## config.mk

```make
export PLATFORM = sky130hd
export DESIGN_NAME = cam_table
export DESIGN_NICKNAME = d
export VERILOG_FILES = /design/src/rtl/cam_table.sv
export SDC_FILE = /design/constraint.sdc
export NUM_CORES = 1
export LEC_CHECK = 0
export CORE_ASPECT_RATIO = 0.75
export CORE_MARGIN = 4
export CORE_UTILIZATION = 39
export CTS_CLUSTER_DIAMETER = 200
export DETAILED_ROUTE_END_ITERATION = 12
export GPL_ROUTABILITY_DRIVEN = 0
export GPL_TIMING_DRIVEN = 0
export PLACE_DENSITY = 0.57
export SLEW_MARGIN = 25
export SYNTH_ARGS = -nofsm -noshare
export SYNTH_HDL_FRONTEND = slang
export SYNTH_SLANG_ARGS = --single-unit
export TNS_END_PERCENT = 100
```

## constraint.sdc

```tcl
create_clock -name clk -period 18.2 [get_ports clk]
set_input_delay 3.64 -clock clk [delete_from_list [all_inputs] [get_ports clk]]
set_output_delay 3.64 -clock clk [all_outputs]
set_load 0.005 [all_outputs]
```

## src/rtl/cam_table.sv

```systemverilog
// cam_table: writable {len, key} content-addressable table with a registered priority-encoded search.
// Latency: search result 1 cycle after srch_en (rsp_valid pulse); full/free_addr are combinational.
// Backpressure: none; searches, writes and invalidates are accepted every cycle.
//
// Ports:
//   clk, rst_n              clock and synchronous active-low reset (clears valid bits and response regs)
//   wr_en/wr_addr/wr_key/wr_len   store {wr_len, wr_key} at wr_addr and mark it valid
//   inv_en/inv_addr         clear the valid bit of inv_addr
//   clr_all                 clear every valid bit
//   srch_en/srch_key/srch_len     search request, compared at full {len, key} width
//   rsp_valid/hit/hit_addr/multi_hit   registered search response (held between searches)
//   full/free_addr/valid_vec      table occupancy, post-edge state
// Optional: define CAM_STATS_EN to add saturating hit_cnt/miss_cnt response counters.

module cam_table #(
  parameter int KEY_W  = 64,
  parameter int LEN_W  = 4,
  parameter int DEPTH  = 8,
  parameter int ADDR_W = $clog2(DEPTH)
) (
  input  logic              clk,
  input  logic              rst_n,
  input  logic              wr_en,
  input  logic [ADDR_W-1:0] wr_addr,
  input  logic [KEY_W-1:0]  wr_key,
  input  logic [LEN_W-1:0]  wr_len,
  input  logic              inv_en,
  input  logic [ADDR_W-1:0] inv_addr,
  input  logic              clr_all,
  input  logic              srch_en,
  input  logic [KEY_W-1:0]  srch_key,
  input  logic [LEN_W-1:0]  srch_len,
  output logic              rsp_valid,
  output logic              hit,
  output logic [ADDR_W-1:0] hit_addr,
  output logic              multi_hit,
  output logic              full,
  output logic [ADDR_W-1:0] free_addr,
  output logic [DEPTH-1:0]  valid_vec
`ifdef CAM_STATS_EN
  ,
  output logic [15:0]       hit_cnt,
  output logic [15:0]       miss_cnt
`endif
);

  localparam int ENT_W = LEN_W + KEY_W;

  // Entry storage. Only the valid bits are reset; stale key/len contents
  // are harmless because matching is qualified by valid.
  logic [ENT_W-1:0] ent_q [DEPTH];
  logic [DEPTH-1:0] valid_q;
  logic [DEPTH-1:0] valid_d;

  logic             wr_ok;
  logic             inv_ok;
  logic [DEPTH-1:0] match_vec;
  logic             any_match;
  logic             many_match;
  logic [ADDR_W-1:0] match_idx;

  // Addresses beyond DEPTH only exist when DEPTH is not a power of two;
  // such accesses are dropped entirely.
  function automatic logic addr_in_range(input logic [ADDR_W-1:0] a);
    return (int'(a) < DEPTH);
  endfunction

  // Lowest set bit index of v, 0 when v is all zero.
  function automatic logic [ADDR_W-1:0] lowest_idx(input logic [DEPTH-1:0] v);
    logic [ADDR_W-1:0] idx;
    idx = '0;
    for (int i = DEPTH - 1; i >= 0; i--) begin
      if (v[i]) begin
        idx = ADDR_W'(i);
      end
    end
    return idx;
  endfunction

  assign wr_ok  = wr_en  && addr_in_range(wr_addr);
  assign inv_ok = inv_en && addr_in_range(inv_addr);

  // ---------------------------------------------------------------------
  // Valid-bit update. Ordering gives the required precedence:
  // clr_all, then invalidate, then write (write always wins).
  // ---------------------------------------------------------------------
  always_comb begin
    valid_d = valid_q;
    if (clr_all) begin
      valid_d = '0;
    end
    if (inv_ok) begin
      valid_d[inv_addr] = 1'b0;
    end
    if (wr_ok) begin
      valid_d[wr_addr] = 1'b1;
    end
  end

  always_ff @(posedge clk) begin
    if (!rst_n) begin
      valid_q <= '0;
    end else begin
      valid_q <= valid_d;
    end
  end

  // Key/len storage: no reset, but a write during reset is still suppressed
  // so reset fully overrides the write port.
  always_ff @(posedge clk) begin
    if (rst_n && wr_ok) begin
      ent_q[wr_addr] <= {wr_len, wr_key};
    end
  end

  // ---------------------------------------------------------------------
  // Search: compares against pre-edge contents, so a same-cycle write or
  // invalidate is not visible to the search.
  // ---------------------------------------------------------------------
  always_comb begin
    match_vec = '0;
    for (int i = 0; i < DEPTH; i++) begin
      match_vec[i] = valid_q[i] && (ent_q[i] == {srch_len, srch_key});
    end
  end

  assign any_match  = |match_vec;
  // Clearing the lowest set bit leaves something only if two or more matched.
  assign many_match = |(match_vec & (match_vec - DEPTH'(1)));
  assign match_idx  = lowest_idx(match_vec);

  always_ff @(posedge clk) begin
    if (!rst_n) begin
      rsp_valid <= 1'b0;
      hit       <= 1'b0;
      hit_addr  <= '0;
      multi_hit <= 1'b0;
    end else begin
      rsp_valid <= srch_en;
      if (srch_en) begin
        hit       <= any_match;
        hit_addr  <= match_idx;
        multi_hit <= many_match;
      end
    end
  end

  // ---------------------------------------------------------------------
  // Occupancy status, from the registered valid bits.
  // ---------------------------------------------------------------------
  assign valid_vec = valid_q;
  assign full      = &valid_q;
  assign free_addr = lowest_idx(~valid_q);

`ifdef CAM_STATS_EN
  // Counters step on the same edge that raises rsp_valid. clr_all clears
  // them and takes precedence over a search counted in the same cycle.
  always_ff @(posedge clk) begin
    if (!rst_n || clr_all) begin
      hit_cnt  <= '0;
      miss_cnt <= '0;
    end else if (srch_en) begin
      if (any_match) begin
        if (hit_cnt != 16'hFFFF) begin
          hit_cnt <= hit_cnt + 16'd1;
        end
      end else begin
        if (miss_cnt != 16'hFFFF) begin
          miss_cnt <= miss_cnt + 16'd1;
        end
      end
    end
  end
`endif

endmodule
```

# == Yosys cells after proc, flatten, opt, wreduce, memory -nomap -nowiden ==
# Memories as Yosys holds them, arrays and structs flattened.
# Cells that the tools add are included.
# classes
addsub,1
n_lt_le_gt_ge,4
eq_ne,8
mux,25
n_bitwise,5
n_reduce_logical,14
# op_table
cell,n
$eq 68x68->1,8
$mux 3,16
$mux 8,3
$and 8x8->8,2
$not 8->8,2
$reduce_or 8->1,2
$logic_and 1x1->1,11
$lt 3x4->1 const B,2
$or 8x8->8,1
$reduce_and 8->1,1
$sub 8x1->8 const B,1
$demux 1 s3,2
$ge 3x1->1 const B,2
$mux 1,4
# totals
ff_bits,14
ramBits,544
inputBits,148
output_inout_bits,18
elab_cells,63
mem_count,1
# mem_list
name,words,word_bits,read_ports,rd_clocked_by_memory_dff,write_ports,line_no,rtl
ent_q,8,68,8,0,1,51,logic [ENT_W-1:0] ent_q [DEPTH];

# == Longest topological paths before layout ==
# logic_depth
ltp_word,10
depth_mapped,9
depth_no_buf,8

# == Worst setup path before layout ==
# No wires, ideal clock.
# synth_path
path_kind,input to register
from,input wr_addr[1]
to,"memory ent_q[0][0] (netlist name), enable pin"
setup_time_ns,0.581
arrival_time_ns,8.520
required_ns,17.619
slack_ns,9.099
cell_stages,2
path_buffers,0
cell_sequence,nand3b_1 nor3_1
# synth_lines
element,line_no,rtl
start: declaration,24,"input logic [ADDR_W-1:0] wr_addr,"
end: declaration,51,
# Straight into the memory's write port.

# == Worst setup path after layout ==
# layout_path
from,input srch_key[25]
to,register hit_addr[2]
# layout_between
elab_chain_cells,10
elab_cells_between_ends,24
classes_between,eq/ne: 8; mux: 8; reduce/logical: 8
# layout_lines
element,line_no,rtl
start: declaration,31,"input logic [KEY_W-1:0] srch_key,"
$eq 68x68->1,123,"match_vec[i] = valid_q[i] && (ent_q[i] == {srch_len, srch_key});"
$logic_and 1x1->1,123,
$mux 3 (7 in series),73,if (v[i]) begin
$mux 3 (*),73,
end signal: assignment,142,hit_addr <= match_idx;
end: declaration,35,"output logic [ADDR_W-1:0] hit_addr,"
# Every way passes the cells marked *; elsewhere a longest branch is shown, timed or not.
# A chain may end at the register's enable or synchronous reset.

==> results by group <==
Timing
  – Clock skew: 19.09 ps
  – Setup TNS: 0 ps
  – Final hold slack: 497.4 ps
  – Max Slew Vio Count: 0
  – Max Fclk: 131.8 MHz
  – Slew headroom: 21.14%
  – Final min period: 7587 ps
  – Final hold violation count: 0
  – Final setup vio count: 0
  – Period utilization: 41.69%
  – RSZ-0062 raised after global routing: no
  – Worst-Margin Slew: 1172 ps
  – Post-route setup slack: 10610 ps

Logic synthesis
  – Library cells used by synthesis: 57
  – #FFs+latches synth: 558
  – Mux cell area share after synthesis: 0%
  – Mapped Nets: 2056
  – Post-synth top area share: 62.97%
  – Synth Area in Compound Gates: 2.778%
  – Post-synthesis xor/xnor area fraction: 14.49%
  – Post-synth top cells: edfxtp_1, xnor2_1, nand2b_1, nand4_1, xor2_1
  – Post-synth top area cell: edfxtp_1
  – Cells after Synth: 1908
  – Post-Synth Simple-Gate Area: 16.16%
  – Ys Warns: 0
  – Register area share after synthesis: 64.05%
  – Synthesized area per cell: 13.60 um^2
  – Largest family of logic cells by synthesized area: simple AND/OR/NAND/NOR gates
  – EDFF count, synth: 544
  – Post-synthesis adder-cell area fraction: 0%
  – Commonest register cell after synthesis: edfxtp_1
  – Mapped cell area: 0.02594 mm^2
  – Synth top area cells: edfxtp_1, xnor2_1, nand2b_1, nand4_1, xor2_1
  – Asr flop ratio synth: 0%
  – Most instantiated library cell after synthesis: edfxtp_1

Critical path
  – Crit path DAT: 8050 ps
  – Critical path class: primary input to flop
  – CP startpoint kind: primary input
  – Crit Path Max Fanout: 10
  – Critical Path RT: 18670 ps
  – Critical Path End Type: flop

Clock network
  – Setup bufs post-CTS: 0
  – CTS root buffer: clkbuf_16
  – Clock buffer depth: 3
  – Post-CTS Resized: 0
  – Clock sink total: 558
  – TritonCTS clock tree: yes
  – H-tree depth reported by CTS: 2
  – Worst-path clk slew: 60 ps
  – Worst skew pair latency: 640 ps
  – CTS buffer count: 55
  – # hold bufs at CTS: 0

GRT
  – First-pass GRT wire length: 151.2 mm
  – Largest net degree at the start of global routing: 27
  – Vias in the first global route: 17.76k
  – Gr ovfl total: 0
  – Initial antenna violation count: 16
  – Gr usage total: 31.64%

Final layout
  – Final #Nets: 2278
  – Final cell count without fillers: 3050
  – P&R area growth vs syn: 18.35%
  – Fraction of layout cells with a size suffix above 1: 9.835%

Floorplanning
  – # IOs: 166
  – Die Height: 231.4 um
  – Die ar.: 0.07075 mm^2
  – Std cell rows: 81
  – Starting density of the core: 39.56%
  – Die Width: 305.8 um
  – Core Area: 0.06557 mm^2

Power
  – Leakage: 9.530 nW
  – VDD IR max: 0.06774 mV
  – PnR Total Power: 2.879 mW
  – PwrDens: 93.78 mW/mm^2

Placement
  – HPWL Detailed: 83.75 mm
  – Pre-CTS WS: 10350 ps
  – DP Cell Count: 2944
  – Port Buf Inserts: 123

Route
  – Final WL: 115.1 mm
  – Total number of vias: 19.10k
  – Via/cell ratio: 6.261
  – Drt initial violations: 3740
  – DRT antenna net count: 0
  – Pre-antenna DRT Iters: 6
  – Residual DRC: 0
  – DR WL/cell: 37.73 um

Outcome
  – Outcome: finished clean

Job
  – Max cap viols: 0

Min path
  – Hold/Removal Path Class: flop to flop
[worst paths after layout]
kind	start	endpoint	slack, ps	cells past startpoint
max	srch_key[25]	hit_addr[2]	10610	10
max reg2reg	ent_q[3][44]	hit_addr[2]	14030	8
min	hit_addr[1]	hit_addr[1]	500	2
min reg2reg	hit_addr[1]	hit_addr[1]	500	2
[final cells by class]
class,count,area (um^2)
antenna,3,7.507
buffer,70,459.2
clock buffer,73,1465
clock inverter,30,201.4
fill,5739,34870
inverter,52,195.2
multi-input combinational,1228,8766
sequential,558,16620
tap,871,1090
timing repair buffer,165,1902
[layout by cell type (no fill, tap or decap), types with 13 or more instances in the layout]
cell,count
nand4_1,179
nor4_1,60
buf_2,37
dfxtp_1,14
clkbuf_16,56
clkbuf_1,19
nand2b_1,199
inv_1,52
clkdlybuf4s50_1,123
buf_4,41
nand3_1,64
xor2_1,83
edfxtp_1,544
clkinv_1,13
or4_1,14
xnor2_1,342
o2111ai_1,29
nor3_1,30
o21ai_0,13
nor2_1,24
nand2_1,68
[state kept, by name, summed over array words and instances, names as in the netlist]
signal	count
ent_q	544
valid_vec	8
hit_addr	3
hit	1
multi_hit	1
rsp_valid	1
[stage by stage]
stage	utilization, %	instance area (um^2)
after floorplan	-	25940
final	46.82	30700
after detailed placement	44.26	29020
after CTS	46.80	30690
after global routing	46.81	30690
after global placement	43.10	28260
[cells by family (layout without fill, tap and decap cells)]
| kind of cell | count (synthesis) | count (layout) |
|---|---|---|
| simple gates | 709 | 709 |
| other cells | 0 | 3 |
| xor+xnor | 427 | 427 |
| flops | 558 | 558 |
| buf+inv | 122 | 390 |
| compound gates | 92 | 92 |
[worst max-delay path: stages]
cell and delay [ps]:
clkdlybuf4s50_1 830, buf_2 450, inv_1 290, o2111ai_1 160
nor4_2 700, nand4_1 580, o22ai_1 630, nor3_1 180
o311ai_0 340, a21boi_0 230
[per-layer routing]
layer	GRT usage (%)	vias up	wire [um]
met2	43.08	1722	45130
met5	0	-	52
met3	12.13	332	18900
met4	14.39	8	6298
li1	-	7591	-
met1	44.44	9444	44690
[power by group]
| group | internal (mW) | switching (mW) | total [mW] |
|---|---|---|---|
| Clock | 0.593 | 0.519 | 1.11 |
| Combinational | 0.0959 | 0.222 | 0.318 |
| Sequential | 1.44 | 0.0121 | 1.45 |
Note: power is estimated with default switching activity, not from simulation.
